--- src/rtl/uart_rx_fifo_axils_if.sv ---
// AXI-Lite slave bus bundle for uart_rx_fifo_axils.
//   slave  modport: used by the peripheral (accepts AW/W/AR, returns B/R).
//   master modport: used by whoever drives the bus (CPU model, testbench).
interface uart_rx_fifo_axils_if #(
  parameter int unsigned ADDR_WIDTH = 4,
  parameter int unsigned DATA_WIDTH = 32
);
  logic [ADDR_WIDTH-1:0]   awaddr;
  logic                    awvalid;
  logic                    awready;
  logic [DATA_WIDTH-1:0]   wdata;
  logic [DATA_WIDTH/8-1:0] wstrb;
  logic                    wvalid;
  logic                    wready;
  logic [1:0]              bresp;
  logic                    bvalid;
  logic                    bready;
  logic [ADDR_WIDTH-1:0]   araddr;
  logic                    arvalid;
  logic                    arready;
  logic [DATA_WIDTH-1:0]   rdata;
  logic [1:0]              rresp;
  logic                    rvalid;
  logic                    rready;

  modport slave (
    input  awaddr, awvalid, wdata, wstrb, wvalid, bready, araddr, arvalid, rready,
    output awready, wready, bresp, bvalid, arready, rdata, rresp, rvalid
  );

  modport master (
    output awaddr, awvalid, wdata, wstrb, wvalid, bready, araddr, arvalid, rready,
    input  awready, wready, bresp, bvalid, arready, rdata, rresp, rvalid
  );
endinterface

--- src/rtl/uart_rx_fifo_axils.sv ---
// UART receiver with RX FIFO behind an AXI-Lite register slave.
//   S_AXI_ACLK   : sole clock
//   S_AXI_ARESET : asynchronous active-high reset
//   s_axi        : AXI-Lite slave (BAUD_DIV 0x0, CTRL 0x4, STATUS 0x8, RXDATA 0xC)
//   UART_RX      : asynchronous serial input, idle high
//   IRQ          : registered level interrupt
module uart_rx_fifo_axils #(
  parameter int unsigned C_S_AXI_DATA_WIDTH = 32,
  parameter int unsigned C_S_AXI_ADDR_WIDTH = 4,
  parameter int unsigned DATA_WIDTH         = 8,
  parameter int unsigned FIFO_DEPTH         = 16,
  parameter int unsigned DEFAULT_DIV        = 10417
) (
  input  logic                S_AXI_ACLK,
  input  logic                S_AXI_ARESET,
  uart_rx_fifo_axils_if.slave s_axi,
  input  logic                UART_RX,
  output logic                IRQ
);
  localparam int unsigned AW = $clog2(FIFO_DEPTH);

  typedef enum logic [2:0] {StIdle, StStart, StData, StParity, StStop} state_e;

  logic [15:0]                   baud_div_q;
  logic                          rx_en_q, parity_en_q, parity_odd_q, intr_en_q;
  logic                          overrun_q, parity_err_q, frame_err_q, irq_q;
  logic                          awready_q, bvalid_q, rvalid_q;
  logic [C_S_AXI_DATA_WIDTH-1:0] rdata_q;
  logic                          rx_meta_q, rx_sync_q, rx_prev_q;
  state_e                        state_q, state_d;
  logic [15:0]                   cnt_q, cnt_d, half_m1, full_m1;
  logic [2:0]                    bit_cnt_q, bit_cnt_d;
  logic [DATA_WIDTH-1:0]         shift_q, shift_d;
  logic [DATA_WIDTH-1:0]         mem_q [FIFO_DEPTH];
  logic [AW:0]                   wr_ptr_q, rd_ptr_q, level;
  logic                          empty, full;
  logic                          wr_hs, ar_hs, pop, flush, push_req, push_ok, ovr_set;
  logic                          par_set, frm_set;
  logic [1:0]                    wr_sel, rd_sel;
  logic [15:0]                   baud_wr;
  logic [2:0]                    w1c;
  logic [31:0]                   rd_val;
  logic                          unused_bits;

  assign level = wr_ptr_q - rd_ptr_q;
  assign empty = (level == '0);
  assign full  = (level == (AW+1)'(FIFO_DEPTH));

  // Bus decode: word offset is the top two address bits.
  assign wr_hs  = awready_q & s_axi.awvalid & s_axi.wvalid;
  assign ar_hs  = s_axi.arvalid & ~rvalid_q;
  assign wr_sel = s_axi.awaddr[C_S_AXI_ADDR_WIDTH-1 -: 2];
  assign rd_sel = s_axi.araddr[C_S_AXI_ADDR_WIDTH-1 -: 2];
  assign pop    = ar_hs & (rd_sel == 2'd3) & ~empty;
  assign flush  = wr_hs & (wr_sel == 2'd1) & s_axi.wstrb[1] & s_axi.wdata[9];
  assign w1c    = (wr_hs && wr_sel == 2'd2 && s_axi.wstrb[0]) ? s_axi.wdata[4:2] : 3'b000;
  assign baud_wr = {s_axi.wstrb[1] ? s_axi.wdata[15:8] : baud_div_q[15:8],
                    s_axi.wstrb[0] ? s_axi.wdata[7:0]  : baud_div_q[7:0]};

  // A full FIFO still accepts a push if the head leaves on the same edge.
  assign push_ok = push_req & ~flush & (~full | pop);
  assign ovr_set = push_req & ~flush & full & ~pop;

  assign unused_bits = ^{s_axi.awaddr[1:0], s_axi.araddr[1:0], s_axi.wdata[31:16],
                         s_axi.wstrb[3:2]};

  always_comb begin
    rd_val = '0;
    case (rd_sel)
      2'd0: rd_val[15:0] = baud_div_q;
      2'd1: begin
        rd_val[0] = rx_en_q;
        rd_val[1] = parity_en_q;
        rd_val[2] = parity_odd_q;
        rd_val[8] = intr_en_q;
      end
      2'd2: begin
        rd_val[0]    = ~empty;
        rd_val[1]    = full;
        rd_val[2]    = overrun_q;
        rd_val[3]    = parity_err_q;
        rd_val[4]    = frame_err_q;
        rd_val[15:8] = 8'(level);
      end
      default: if (!empty) rd_val[DATA_WIDTH-1:0] = mem_q[rd_ptr_q[AW-1:0]];
    endcase
  end

  // Receiver FSM
  assign half_m1 = {1'b0, baud_div_q[15:1]} - 16'd1;
  assign full_m1 = baud_div_q - 16'd1;

  always_comb begin
    state_d   = state_q;
    cnt_d     = cnt_q + 16'd1;
    bit_cnt_d = bit_cnt_q;
    shift_d   = shift_q;
    par_set   = 1'b0;
    frm_set   = 1'b0;
    push_req  = 1'b0;
    case (state_q)
      StIdle: begin
        cnt_d     = '0;
        bit_cnt_d = '0;
        if (rx_en_q && rx_prev_q && !rx_sync_q) state_d = StStart;
      end
      StStart: if (cnt_q == half_m1) begin
        cnt_d   = '0;
        state_d = rx_sync_q ? StIdle : StData;
      end
      StData: if (cnt_q == full_m1) begin
        cnt_d     = '0;
        shift_d   = {rx_sync_q, shift_q[DATA_WIDTH-1:1]};
        bit_cnt_d = bit_cnt_q + 3'd1;
        if (bit_cnt_q == 3'(DATA_WIDTH - 1)) state_d = parity_en_q ? StParity : StStop;
      end
      StParity: if (cnt_q == full_m1) begin
        cnt_d   = '0;
        par_set = rx_sync_q != ((^shift_q) ^ parity_odd_q);
        state_d = StStop;
      end
      StStop: if (cnt_q == full_m1) begin
        state_d  = StIdle;
        push_req = rx_sync_q;
        frm_set  = ~rx_sync_q;
      end
      default: state_d = StIdle;
    endcase
    // Disabling the receiver abandons any frame silently.
    if (!rx_en_q) begin
      state_d  = StIdle;
      par_set  = 1'b0;
      frm_set  = 1'b0;
      push_req = 1'b0;
    end
  end

  always_ff @(posedge S_AXI_ACLK or posedge S_AXI_ARESET) begin
    if (S_AXI_ARESET) begin
      rx_meta_q <= 1'b1;
      rx_sync_q <= 1'b1;
      rx_prev_q <= 1'b1;
      state_q   <= StIdle;
      cnt_q     <= '0;
      bit_cnt_q <= '0;
      shift_q   <= '0;
    end else begin
      rx_meta_q <= UART_RX;
      rx_sync_q <= rx_meta_q;
      rx_prev_q <= rx_sync_q;
      state_q   <= state_d;
      cnt_q     <= cnt_d;
      bit_cnt_q <= bit_cnt_d;
      shift_q   <= shift_d;
    end
  end

  always_ff @(posedge S_AXI_ACLK) begin
    if (push_ok) mem_q[wr_ptr_q[AW-1:0]] <= shift_q;
  end

  always_ff @(posedge S_AXI_ACLK or posedge S_AXI_ARESET) begin
    if (S_AXI_ARESET) begin
      baud_div_q   <= 16'(DEFAULT_DIV);
      rx_en_q      <= 1'b1;
      parity_en_q  <= 1'b0;
      parity_odd_q <= 1'b0;
      intr_en_q    <= 1'b0;
      overrun_q    <= 1'b0;
      parity_err_q <= 1'b0;
      frame_err_q  <= 1'b0;
      wr_ptr_q     <= '0;
      rd_ptr_q     <= '0;
      irq_q        <= 1'b0;
      awready_q    <= 1'b0;
      bvalid_q     <= 1'b0;
      rvalid_q     <= 1'b0;
      rdata_q      <= '0;
    end else begin
      if (wr_hs && wr_sel == 2'd0) baud_div_q <= (baud_wr < 16'd4) ? 16'd4 : baud_wr;
      if (wr_hs && wr_sel == 2'd1) begin
        if (s_axi.wstrb[0]) begin
          rx_en_q      <= s_axi.wdata[0];
          parity_en_q  <= s_axi.wdata[1];
          parity_odd_q <= s_axi.wdata[2];
        end
        if (s_axi.wstrb[1]) intr_en_q <= s_axi.wdata[8];
      end
      // Hardware set beats a simultaneous W1C.
      overrun_q    <= (overrun_q & ~w1c[0]) | ovr_set;
      parity_err_q <= (parity_err_q & ~w1c[1]) | par_set;
      frame_err_q  <= (frame_err_q & ~w1c[2]) | frm_set;
      if (flush) begin
        wr_ptr_q <= '0;
        rd_ptr_q <= '0;
      end else begin
        if (push_ok) wr_ptr_q <= wr_ptr_q + 1'b1;
        if (pop)     rd_ptr_q <= rd_ptr_q + 1'b1;
      end
      irq_q     <= intr_en_q & (~empty | overrun_q | parity_err_q | frame_err_q);
      awready_q <= s_axi.awvalid & s_axi.wvalid & ~bvalid_q & ~awready_q;
      if (wr_hs)             bvalid_q <= 1'b1;
      else if (s_axi.bready) bvalid_q <= 1'b0;
      if (ar_hs) begin
        rvalid_q <= 1'b1;
        rdata_q  <= rd_val;
      end else if (s_axi.rready) begin
        rvalid_q <= 1'b0;
      end
    end
  end

  assign s_axi.awready = awready_q;
  assign s_axi.wready  = awready_q;
  assign s_axi.bresp   = 2'b00;
  assign s_axi.bvalid  = bvalid_q;
  assign s_axi.arready = ~rvalid_q;
  assign s_axi.rdata   = rdata_q;
  assign s_axi.rresp   = 2'b00;
  assign s_axi.rvalid  = rvalid_q;
  assign IRQ           = irq_q;
endmodule

--- src/flat_wrapper.sv ---
// flat-port wrapper written by rule: the top's interface ports become plain ports
module uart_rx_fifo_axils_flat 
#(
  parameter int unsigned C_S_AXI_DATA_WIDTH = 32,
  parameter int unsigned C_S_AXI_ADDR_WIDTH = 4,
  parameter int unsigned DATA_WIDTH         = 8,
  parameter int unsigned FIFO_DEPTH         = 16,
  parameter int unsigned DEFAULT_DIV        = 10417
)
  (S_AXI_ACLK, S_AXI_ARESET, UART_RX, IRQ, s_axi_awaddr, s_axi_awvalid, s_axi_wdata, s_axi_wstrb, s_axi_wvalid, s_axi_bready, s_axi_araddr, s_axi_arvalid, s_axi_rready, s_axi_awready, s_axi_wready, s_axi_bresp, s_axi_bvalid, s_axi_arready, s_axi_rdata, s_axi_rresp, s_axi_rvalid);
  uart_rx_fifo_axils_if #(.ADDR_WIDTH(4), .DATA_WIDTH(DATA_WIDTH)) s_axi_i ();
  input  logic S_AXI_ACLK;
  input  logic S_AXI_ARESET;
  input  logic UART_RX;
  output logic IRQ;
  input wire logic [$bits(s_axi_i.awaddr)-1:0] s_axi_awaddr;
  input wire logic [$bits(s_axi_i.awvalid)-1:0] s_axi_awvalid;
  input wire logic [$bits(s_axi_i.wdata)-1:0] s_axi_wdata;
  input wire logic [$bits(s_axi_i.wstrb)-1:0] s_axi_wstrb;
  input wire logic [$bits(s_axi_i.wvalid)-1:0] s_axi_wvalid;
  input wire logic [$bits(s_axi_i.bready)-1:0] s_axi_bready;
  input wire logic [$bits(s_axi_i.araddr)-1:0] s_axi_araddr;
  input wire logic [$bits(s_axi_i.arvalid)-1:0] s_axi_arvalid;
  input wire logic [$bits(s_axi_i.rready)-1:0] s_axi_rready;
  output wire logic [$bits(s_axi_i.awready)-1:0] s_axi_awready;
  output wire logic [$bits(s_axi_i.wready)-1:0] s_axi_wready;
  output wire logic [$bits(s_axi_i.bresp)-1:0] s_axi_bresp;
  output wire logic [$bits(s_axi_i.bvalid)-1:0] s_axi_bvalid;
  output wire logic [$bits(s_axi_i.arready)-1:0] s_axi_arready;
  output wire logic [$bits(s_axi_i.rdata)-1:0] s_axi_rdata;
  output wire logic [$bits(s_axi_i.rresp)-1:0] s_axi_rresp;
  output wire logic [$bits(s_axi_i.rvalid)-1:0] s_axi_rvalid;
  assign s_axi_i.awaddr = s_axi_awaddr;
  assign s_axi_i.awvalid = s_axi_awvalid;
  assign s_axi_i.wdata = s_axi_wdata;
  assign s_axi_i.wstrb = s_axi_wstrb;
  assign s_axi_i.wvalid = s_axi_wvalid;
  assign s_axi_i.bready = s_axi_bready;
  assign s_axi_i.araddr = s_axi_araddr;
  assign s_axi_i.arvalid = s_axi_arvalid;
  assign s_axi_i.rready = s_axi_rready;
  assign s_axi_awready = s_axi_i.awready;
  assign s_axi_wready = s_axi_i.wready;
  assign s_axi_bresp = s_axi_i.bresp;
  assign s_axi_bvalid = s_axi_i.bvalid;
  assign s_axi_arready = s_axi_i.arready;
  assign s_axi_rdata = s_axi_i.rdata;
  assign s_axi_rresp = s_axi_i.rresp;
  assign s_axi_rvalid = s_axi_i.rvalid;
  uart_rx_fifo_axils #(.C_S_AXI_DATA_WIDTH(C_S_AXI_DATA_WIDTH), .C_S_AXI_ADDR_WIDTH(C_S_AXI_ADDR_WIDTH), .DATA_WIDTH(DATA_WIDTH), .FIFO_DEPTH(FIFO_DEPTH), .DEFAULT_DIV(DEFAULT_DIV)) u_core (.S_AXI_ACLK(S_AXI_ACLK), .S_AXI_ARESET(S_AXI_ARESET), .s_axi(s_axi_i), .UART_RX(UART_RX), .IRQ(IRQ));
endmodule
--- config.mk ---
export PLATFORM = sky130hd
export DESIGN_NAME = uart_rx_fifo_axils_flat
export DESIGN_NICKNAME = d
export VERILOG_FILES = /design/src/rtl/uart_rx_fifo_axils_if.sv /design/src/rtl/uart_rx_fifo_axils.sv /design/src/flat_wrapper.sv
export SDC_FILE = /design/constraint.sdc
export NUM_CORES = 1
export LEC_CHECK = 0
export CELL_PAD_IN_SITES_DETAIL_PLACEMENT = 1
export CELL_PAD_IN_SITES_GLOBAL_PLACEMENT = 1
export CORE_MARGIN = 8
export CORE_UTILIZATION = 30
export CTS_BUF_LIST = sky130_fd_sc_hd__clkbuf_4 sky130_fd_sc_hd__clkbuf_8 sky130_fd_sc_hd__clkbuf_16
export CTS_CLUSTER_DIAMETER = 100
export DETAILED_ROUTE_END_ITERATION = 8
export PLACE_DENSITY_LB_ADDON = 0.3
export SYNTH_ARGS = -nofsm -noshare
export SYNTH_HDL_FRONTEND = slang
export SYNTH_SLANG_ARGS = --single-unit
--- constraint.sdc ---
create_clock -name S_AXI_ACLK -period 3.49 [get_ports S_AXI_ACLK]
set_clock_uncertainty 0.15 [all_clocks]
set_input_delay 0.698 -clock S_AXI_ACLK [delete_from_list [all_inputs] [get_ports S_AXI_ACLK]]
set_output_delay 0.698 -clock S_AXI_ACLK [all_outputs]
set_load 0.02 [all_outputs]
[Word-level counts from Yosys, hierarchy flattened]
Memories as Yosys holds them, arrays and structs flattened.
Cells that the tools add are included.
Word-level totals
  memories: 1
  output and inout bits: 18
  memory bits (writable): 128
  logic and storage cells: 139
  input port bits: 25
  bits in registers: 70
Memory list
  u_core.mem_q: depth 16, bits a word 8, read ports 1, clocked after Yosys merged registers in 0, wr ports 1, RTL line uart_rx_fifo_axils.sv:34  | logic [DATA_WIDTH-1:0] mem_q [FIFO_DEPTH];
Operators by class
  eq/ne operators: 21
  bitwise operators: 29
  magnitude comparators: 1
  muxes and demuxes: 37
  reductions and logical operators: 22
  add/sub/neg operators: 7
Operator list (count)
  $pmux 16 s3: 1
  $eq 16x16->1: 2
  $mux 16: 2
  $mux 3: 10
  $mux 8: 3
  $ne 3x3->1 const B: 6
  $add 16x1->16 const B: 1
  $mux 1: 15
  $pmux 3 s5: 1
  $sub 14x1->15 const B: 1
  $and 1x1->1: 14
  $lt 14x3->1 const B: 1
  $sub 13x1->14 const B: 1
  $pmux 3 s2: 2
  $add 5x1->5 const B: 2
  $not 1->1: 10
  $pmux 3 s3: 1
  $reduce_and 2->1: 4
  $reduce_xor 8->1: 1
  $eq 2x2->1 const B: 3
  $eq 3x2->1 const B: 2
  $eq 3x3->1 const B: 2
  $logic_and 1x1->1: 6
  $pmux 2 s3: 1
  other kinds (17): 25

[Longest topological paths before layout]
Gate-level depths: netlist of the first run.
  word-level depth: 8
  gate-level depth with buffers: 13
  gate-level depth less buffers: 10

[Worst setup path before layout of the first run]
OpenSTA, ideal clock, no wires.
  kind: register to register
  start point: reg u_core.rd_ptr_q[1]
  end point: mem u_core.mem_q[3][0] (enable)
  stages on the path, launching flop included: 14
  arrival: 3.281 ns
  slack: -0.324 ns
  path buffers: 3
  setup time: 0.383 ns
  required time: 2.957 ns
  clock period less this slack: 3.814 ns
  path through: dfrtp_1 clkbuf_1 clkbuf_1 inv_1 ha_1 nor2b_1 o21ai_0 a21oi_1 o21ai_0 a21oi_1 nor4_1 clkbuf_1 nand2_1 nor3_1
On the way
  longest elaborated chain between the ends: 8
  elaborated cells between the ends (all ways): 10
  classes of those cells: add/sub: 1; eq/ne: 1; mux: 2; bitwise: 5; reduce/logical: 1
Ends and longest elaborated chain
  start: declaration: RTL line uart_rx_fifo_axils.sv:35  | logic [AW:0] wr_ptr_q, rd_ptr_q, level;
  start signal: assignment: RTL line uart_rx_fifo_axils.sv:198  | if (pop) rd_ptr_q <= rd_ptr_q + 1'b1;
  $sub 5x5->5 (*): RTL line uart_rx_fifo_axils.sv:45  | assign level = wr_ptr_q - rd_ptr_q;
  $logic_not 5->1: RTL line uart_rx_fifo_axils.sv:46  | assign empty = (level == '0);
  $not 1->1: RTL line uart_rx_fifo_axils.sv:54  | assign pop = ar_hs & (rd_sel == 2'd3) & ~empty;
  $and 1x1->1: RTL line uart_rx_fifo_axils.sv:54
  $or 1x1->1 (*): RTL line uart_rx_fifo_axils.sv:61  | assign push_ok = push_req & ~flush & (~full | pop);
  $and 1x1->1 (*): RTL line uart_rx_fifo_axils.sv:61
  $mux 1 (*): RTL line uart_rx_fifo_axils.sv:159  | if (push_ok) mem_q[wr_ptr_q[AW-1:0]] <= shift_q;
  $mux 1 (not written as such) (*): RTL line uart_rx_fifo_axils.sv:159
  end: declaration: RTL line uart_rx_fifo_axils.sv:34
Every way passes the cells marked *; elsewhere a longest branch is shown, timed or not.

[Worst setup path after layout of the first run]
  start point: reg u_core.baud_div_q[5]
  end point: mem u_core.mem_q[3][6] (enable)
On the way
  longest elaborated chain between the ends: 8
Ends and longest elaborated chain
  start: declaration: RTL line uart_rx_fifo_axils.sv:24  | logic [15:0] baud_div_q;
  start signal: assignment: RTL line uart_rx_fifo_axils.sv:164  | baud_div_q <= 16'(DEFAULT_DIV);
  start signal: assignment: RTL line uart_rx_fifo_axils.sv:180  | if (wr_hs && wr_sel == 2'd0) baud_div_q <= (baud_wr < 16'd4) ? 16'd4 : baud_wr;
  $sub 14x1->15: RTL line uart_rx_fifo_axils.sv:91  | assign full_m1 = baud_div_q - 16'd1;
  $eq 16x16->1: RTL line uart_rx_fifo_axils.sv:122  | StStop: if (cnt_q == full_m1) begin
  $mux 1: RTL line uart_rx_fifo_axils.sv:122
  $mux 1: RTL line uart_rx_fifo_axils.sv:101  | case (state_q)
  $mux 1: RTL line uart_rx_fifo_axils.sv:130  | if (!rx_en_q) begin
  $and 1x1->1: RTL line uart_rx_fifo_axils.sv:61
  $mux 1: RTL line uart_rx_fifo_axils.sv:159
  $mux 1 (not written as such): RTL line uart_rx_fifo_axils.sv:159
No other way between the ends.

==> results of run 1 <==
## final cells by class
cell class | instances | area [um2]
fill | 3167 | 19200
clock buffer | 22 | 487
sequential | 197 | 5580
inverter | 26 | 97.6
timing repair buffer | 88 | 972
multi-input combinational | 397 | 3430
tap | 396 | 495
clock inverter | 10 | 114
## final timing paths
check | to | slack, ns | cells after the start
setup / recovery | u_core.mem_q[3][6]$_DFFE_PP_ | 0.12 | 11
hold / removal | u_core.rx_sync_q$_DFF_PP1_ | 0.21 | 0
hold reg to reg | u_core.rx_sync_q$_DFF_PP1_ | 0.21 | 0
setup reg to reg | u_core.mem_q[3][6]$_DFFE_PP_ | 0.12 | 11
min in group asynchronous | u_core.s_axi.awready$_DFF_PP0_ | 0.57 | 2
max in group asynchronous | u_core.rx_meta_q$_DFF_PP1_ | 1.79 | 3
## critical path, stage by stage, from the launching register on
cell and delay (ns):
dfstp_2 0.40, or4_4 0.57, mux2i_2 0.20, a31o_2 0.20
nand4_1 0.09, or4_4 0.59, nor4_4 0.16, buf_6 0.16
buf_8 0.12, nand2_2 0.07, nor3_4 0.20, buf_12 0.15
## layer usage
metal  vias up  GRT usage  part of all wire
li1       2592          -                 -
met1      2975      0.171              0.45
met2        82      0.233              0.51
met3        22     0.0241             0.027
met4         0     0.0414             0.013
met5         -          0                 0
## timing repair
item	CTS	global route
pin swaps	1	6
gates resized for setup	13	9
cloned	1	1
endpoints found under the setup margin	128	129
buffers inserted	1	2
hold buffers	0	0
## state kept, by name (all words and copies together) (netlist names), 3 cells and up
register,cells
u_core.wr_ptr_q,5
u_core.shift_q,8
u_core.baud_div_q,9
u_core.rd_ptr_q,5
u_core.bit_cnt_q,3
u_core.state_q,3
u_core.mem_q,128
u_core.cnt_q,16
u_core.rdata_q,8
## metrics by stage
stage	setup WS [ns]	area [um2]	power (W)	TNS [ns]
global route	-0.000848	11200	0.00595	-0.00134
global placement	0.0266	10400	0.00373	0
detailed placement	-0.0525	10400	0.00376	-0.555
finish	0.124	11200	0.00572	0
CTS	0.00679	11100	0.00577	0
floorplan	0.0209	9260	0.00338	0
## cells in the final DEF (no fill, tap or decap), types with 4 or more instances in the layout
master           count
and3_1              23
buf_4               36
o221ai_1             4
inv_2                4
conb_1               5
nor2_1              35
nand3_1             14
buf_12              16
edfxtp_1           128
nor2b_1             10
dfstp_2              9
o22ai_1              4
clkdlybuf4s50_1     33
o21ai_0             23
nand4_1              9
or4_1                5
xnor2_1             30
xor2_1              18
a31oi_1              5
nand2b_1             9
a21oi_1             11
inv_1               22
ha_1                12
mux2_4               7
mux4_2              40
nor3_1              15
mux2_2              10
nand2_1             37
dfrtp_1             59
clkbuf_16           19
mux2i_1             10
## power breakdown
part           total, W  switching [W]  leakage [nW]  internal (W)
Sequential      0.00260      0.0000634          2.20       0.00254
Combinational   0.00112       0.000621          1.75      0.000500
Clock           0.00199       0.000902         0.298       0.00109
## cell families after synthesis
kind of cell	count (synthesis)	synth area share
mux	68	0.133
flops	197	0.605
simple gates	188	0.110
other cells	1	0.000406
fa+ha+maj	14	0.0190
xor+xnor	49	0.0465
buf+inv	75	0.0352
compound gates	73	0.0514
==> results.py, run 1 <==
metrics = {
    "status": {
        "status": "finished clean",
    },
    "grt": {
        "grt_max_degree": 35,
        "antenna_found_initial": 0,
        "groute.usage.overall": 0.135,
        "overflow": 0,
        "grt_first_pass_wirelength_um": 37600,
        "first_global_vias": 6124,
    },
    "setup_path": {
        "cp_data_arrival_time_ns": 3.37,
        "cp-startpoint": "u_core.baud_div_q[5]$_DFFE_PP1P_",
        "path_class": "flip-flop to flip-flop",
        "required_ns": 3.49,
        "worst_setup_path_start_kind": "flip-flop",
        "cp-end-kind": "flip-flop",
        "r2r-start": "u_core.baud_div_q[5]$_DFFE_PP1P_",
        "crit_path_max_fanout": 8,
    },
    "yosys": {
        "synth-seq-cells": 197,
        "yosysSeqAreaShare": 0.605,
        "synth_area_mm2": 0.00923,
        "post-synth-top-count-cell": "edfxtp_1",
        "yosysTopAreaCellShare": 0.416,
        "synth.area.top_cells": "edfxtp_1 (42%), dfrtp_1 (16%), mux4_2 (9.8%)",
        "synth.largest_area_cell": "edfxtp_1",
        "synth_edf_count": 128,
        "ys.flop_type": "edfxtp_1",
        "ys_warn_count": 0,
        "avgSynthCellArea_um2": 13.9,
        "synthTopCellsByCount": "edfxtp_1 (128), dfrtp_1 (60), mux4_2 (40)",
        "async_reset_ff_frac": 0.350,
        "yosys.cell_types.count": 64,
        "synth_cells": 665,
    },
    "timing": {
        "timing.fmax_mhz": 297,
        "drv_slew": 0,
        "period_share": 0.964,
        "setup_viol_count_final": 0,
        "finalHoldViolCount": 0,
        "tightest_slew_ns": 0.779,
        "whs_ns": 0.210,
        "fin_crit_ns": 3.37,
        "slew_headroom": 0.480,
    },
    "clocking": {
        "cts_made_buffers": 17,
        "cts.clk_slew.worst_paths_ns": 0.07,
        "cts_tree": "yes",
        "cts.path.max_buffers": 2,
        "htreeDepth": 4,
        "clk_latency_ns": 0.44,
        "cts_sinks": 197,
        "cts-root-buf": "clkbuf_16",
    },
    "die": {
        "ioPinCount": 43,
        "fp.dieH_um": 191,
        "initial_core_util": 0.303,
        "die_x_um": 191,
        "fp-row-count": 64,
        "core_mm2": 0.0304,
        "die_area_mm2": 0.0366,
    },
    "layout": {
        "fin_nets": 766,
        "post_layout_nonfiller_instances": 1136,
        "area_growth_pct": 21.2,
        "drive_gt1_frac": 0.242,
        "antenna-diode-count": 0,
        "final_core_utilization": 0.368,
    },
    "detailed_routing": {
        "first_iter_violations": 338,
        "drc": 0,
        "drtAntennaViolNets": 0,
        "vias_per_cell": 4.99,
        "firstDrtPassIters": 4,
        "vias": 5671,
        "wl_um": 23900,
        "wl_per_cell_um": 21.1,
    },
    "placed_design": {
        "hpwl_um": 16900,
        "dp_cells": 1099,
        "place_congestion": 0.809,
        "portBuffers": 33,
    },
    "worst_hold_path": {
        "min_from": "u_core.rx_meta_q$_DFF_PP1_",
        "hold_class": "flip-flop to flip-flop",
    },
    "power_and_ir_drop": {
        "cellPowerDensity_mw_per_mm2": 511,
        "total_leakage_power_nw": 4.25,
        "peakVddDrop_v": 0.000361,
    },
    "run": {
        "drv_cap": 0,
    },
}
No activity file was read; power rests on OpenSTA's default activity.
==> inputs of run 2 (changes only) <==
--- a/config.mk
+++ b/config.mk
@@ -8,11 +8,11 @@
 export CELL_PAD_IN_SITES_DETAIL_PLACEMENT = 1
 export CELL_PAD_IN_SITES_GLOBAL_PLACEMENT = 1
 export CORE_MARGIN = 8
-export CORE_UTILIZATION = 30
+export CORE_UTILIZATION = 46
 export CTS_BUF_LIST = sky130_fd_sc_hd__clkbuf_4 sky130_fd_sc_hd__clkbuf_8 sky130_fd_sc_hd__clkbuf_16
 export CTS_CLUSTER_DIAMETER = 100
 export DETAILED_ROUTE_END_ITERATION = 8
-export PLACE_DENSITY_LB_ADDON = 0.3
+export PLACE_DENSITY_LB_ADDON = 0.1
 export SYNTH_ARGS = -nofsm -noshare
 export SYNTH_HDL_FRONTEND = slang
 export SYNTH_SLANG_ARGS = --single-unit
==> constraint.sdc (replaced) <==
create_clock -name S_AXI_ACLK -period 3 [get_ports S_AXI_ACLK]
set_clock_uncertainty 0.15 [all_clocks]
set_input_delay 0.6 -clock S_AXI_ACLK [delete_from_list [all_inputs] [get_ports S_AXI_ACLK]]
set_output_delay 0.6 -clock S_AXI_ACLK [all_outputs]
set_load 0.02 [all_outputs]
==> results.py, run 2 (synthesized netlist as in run 1, its figures left out) <==
metrics = {
    "clocking": {
        "cts-root-buf": "clkbuf_16",
        "clk_latency_ns": 0.45,
        "cts_tree": "yes",
        "cts_sinks": 197,
        "cts_hold_buf": 0,
        "cts.path.max_buffers": 2,
        "htreeDepth": 4,
        "cts.clk_slew.worst_paths_ns": 0.07,
        "cts_made_buffers": 17,
    },
    "timing": {
        "rsz0062_at_grt": "yes",
        "tns_ns": -28.78,
        "setup_viol_count_final": 156,
        "whs_ns": 0.209,
        "timing.final.ws_setup_ns": -0.234,
        "fin_crit_ns": 3.23,
        "finalHoldViolCount": 0,
        "drv_slew": 0,
        "timing.fmax_mhz": 309,
        "tightest_slew_ns": 0.819,
        "period_share": 1.08,
        "slew_headroom": 0.454,
    },
    "placed_design": {
        "hpwl_um": 16500,
        "portBuffers": 33,
        "dp_cells": 987,
        "place_congestion": 0.807,
    },
    "grt": {
        "antenna_found_initial": 0,
        "groute.usage.overall": 0.207,
        "grt_max_degree": 36,
        "first_global_vias": 6420,
        "grt_first_pass_wirelength_um": 38000,
        "overflow": 0,
    },
    "detailed_routing": {
        "firstDrtPassIters": 5,
        "first_iter_violations": 379,
        "drtAntennaViolNets": 0,
        "vias": 5931,
        "wl_per_cell_um": 23.7,
        "vias_per_cell": 5.75,
        "wl_um": 24400,
        "drc": 0,
    },
    "status": {
        "violations": "negative setup slack",
        "status": "complete, but fails checks",
    },
    "die": {
        "die_x_um": 158,
        "initial_core_util": 0.462,
        "fp.dieH_um": 158,
        "ioPinCount": 43,
        "die_area_mm2": 0.0249,
        "core_mm2": 0.0200,
        "fp-row-count": 52,
    },
    "power_and_ir_drop": {
        "clockPowerShare": 0.337,
        "comb_power_share": 0.214,
        "peakVddDrop_v": 0.000515,
        "p_switching_w": 0.00197,
        "netSwitchingFraction": 0.291,
        "cellPowerDensity_mw_per_mm2": 594,
        "intPower_w": 0.00478,
        "seqPwrFrac": 0.448,
        "total_leakage_power_nw": 4.35,
    },
    "setup_path": {
        "crit_path_top_delay_cell": "or4_4",
        "crit_path_max_fanout": 8,
        "crit_buf_inv": 3,
        "cp-end-kind": "flip-flop",
        "path_class": "flip-flop to flip-flop",
        "required_ns": 2.99,
        "crit_family": "simple AND/OR/NAND/NOR gates",
        "worst_setup_path_start_kind": "flip-flop",
        "cpPeakStageDelay_ns": 0.57,
        "path_cells": "inv_2, ha_4, nor4b_4, mux2i_1, mux2i_1, a2bb2oi_2, or4_4, nor4_4, buf_6, buf_6, and3_4",
        "cp_data_arrival_time_ns": 3.22,
    },
    "worst_hold_path": {
        "hold_class": "flip-flop to flip-flop",
    },
    "layout": {
        "antenna-diode-count": 0,
        "fin_nets": 787,
        "nFillCells": 1919,
        "sequential_cell_area_mm2": 0.00558,
        "final_common_cell": "edfxtp_1",
        "largest_register_ffs": 128,
        "layout_common_cells": "edfxtp_1 (128), buf_4 (59), dfrtp_1 (59)",
        "post_layout_nonfiller_instances": 1031,
        "area_growth_pct": 23.1,
        "drive_gt1_frac": 0.319,
        "multi_input_area_mm2": 0.00375,
    },
    "run": {
        "drv_cap": 0,
    },
}
==> run 2: final timing paths <==
check	from	end	slack, ns	cells after the start
worst max-delay path	u_core.baud_div_q[2]$_DFFE_PP0P_	u_core.mem_q[5][0]$_DFFE_PP_	-0.23	11
worst min-delay path	u_core.rx_meta_q$_DFF_PP1_	u_core.rx_sync_q$_DFF_PP1_	0.21	0
worst max register to register	u_core.baud_div_q[2]$_DFFE_PP0P_	u_core.mem_q[5][0]$_DFFE_PP_	-0.23	11
worst min register to register	u_core.rx_meta_q$_DFF_PP1_	u_core.rx_sync_q$_DFF_PP1_	0.21	0
max in group asynchronous	S_AXI_ARESET	u_core.rd_ptr_q[0]$_DFFE_PP0P_	1.53	3
min in group asynchronous	S_AXI_ARESET	u_core.rdata_q[7]$_DFFE_PP0P_	0.38	2
==> run 2: final cells by class <==
| cell class | instances | area share |
|---|---|---|
| clock inverter | 12 | 0.0121 |
| sequential | 197 | 0.491 |
| timing repair buffer | 108 | 0.0881 |
| clock buffer | 20 | 0.0400 |
| inverter | 26 | 0.00859 |
| tap | 270 | 0.0297 |
| multi-input combinational | 398 | 0.330 |
==> run 2: repair_timing <==
item / CTS / global route
cloned: 2 / 0
pin swaps: 28 / 3
setup endpoints to repair: 161 / 165
resized for setup: 79 / 21
buffers inserted: 8 / 5
==> run 2: metrics by stage <==
| step | cell area (um2) | utilization | power, W | setup slack (ns) |
|---|---|---|---|---|
| after floorplan | 9330 | - | 0.00396 | -0.166 |
| after global placement | 10300 | 0.515 | 0.00443 | -0.219 |
| after detailed placement | 10300 | 0.515 | 0.00446 | -0.342 |
| after CTS | 11300 | 0.564 | 0.00679 | -0.209 |
| after global routing | 11400 | 0.569 | 0.00699 | -0.339 |
| final | 11400 | 0.569 | 0.00675 | -0.234 |
==> run 2: metal layers <==
metal	vias to the layer above	routed length (um)	GRT usage
met2	129	12000	0.334
met1	3138	11100	0.285
met3	20	997	0.0330
li1	2644	-	-
met4	0	310	0.0585
met5	-	0	0
==> run 2: power by group through the flow <==
stage	Clock (W)	Sequential (W)	Combinational, W
2_1_floorplan	0	0.00310	0.000853
3_3_place_gp	0	0.00308	0.00135
6_report	0.00228	0.00303	0.00145
3_5_place_dp	0	0.00308	0.00138
4_1_cts	0.00231	0.00303	0.00145
5_1_grt	0.00239	0.00304	0.00157
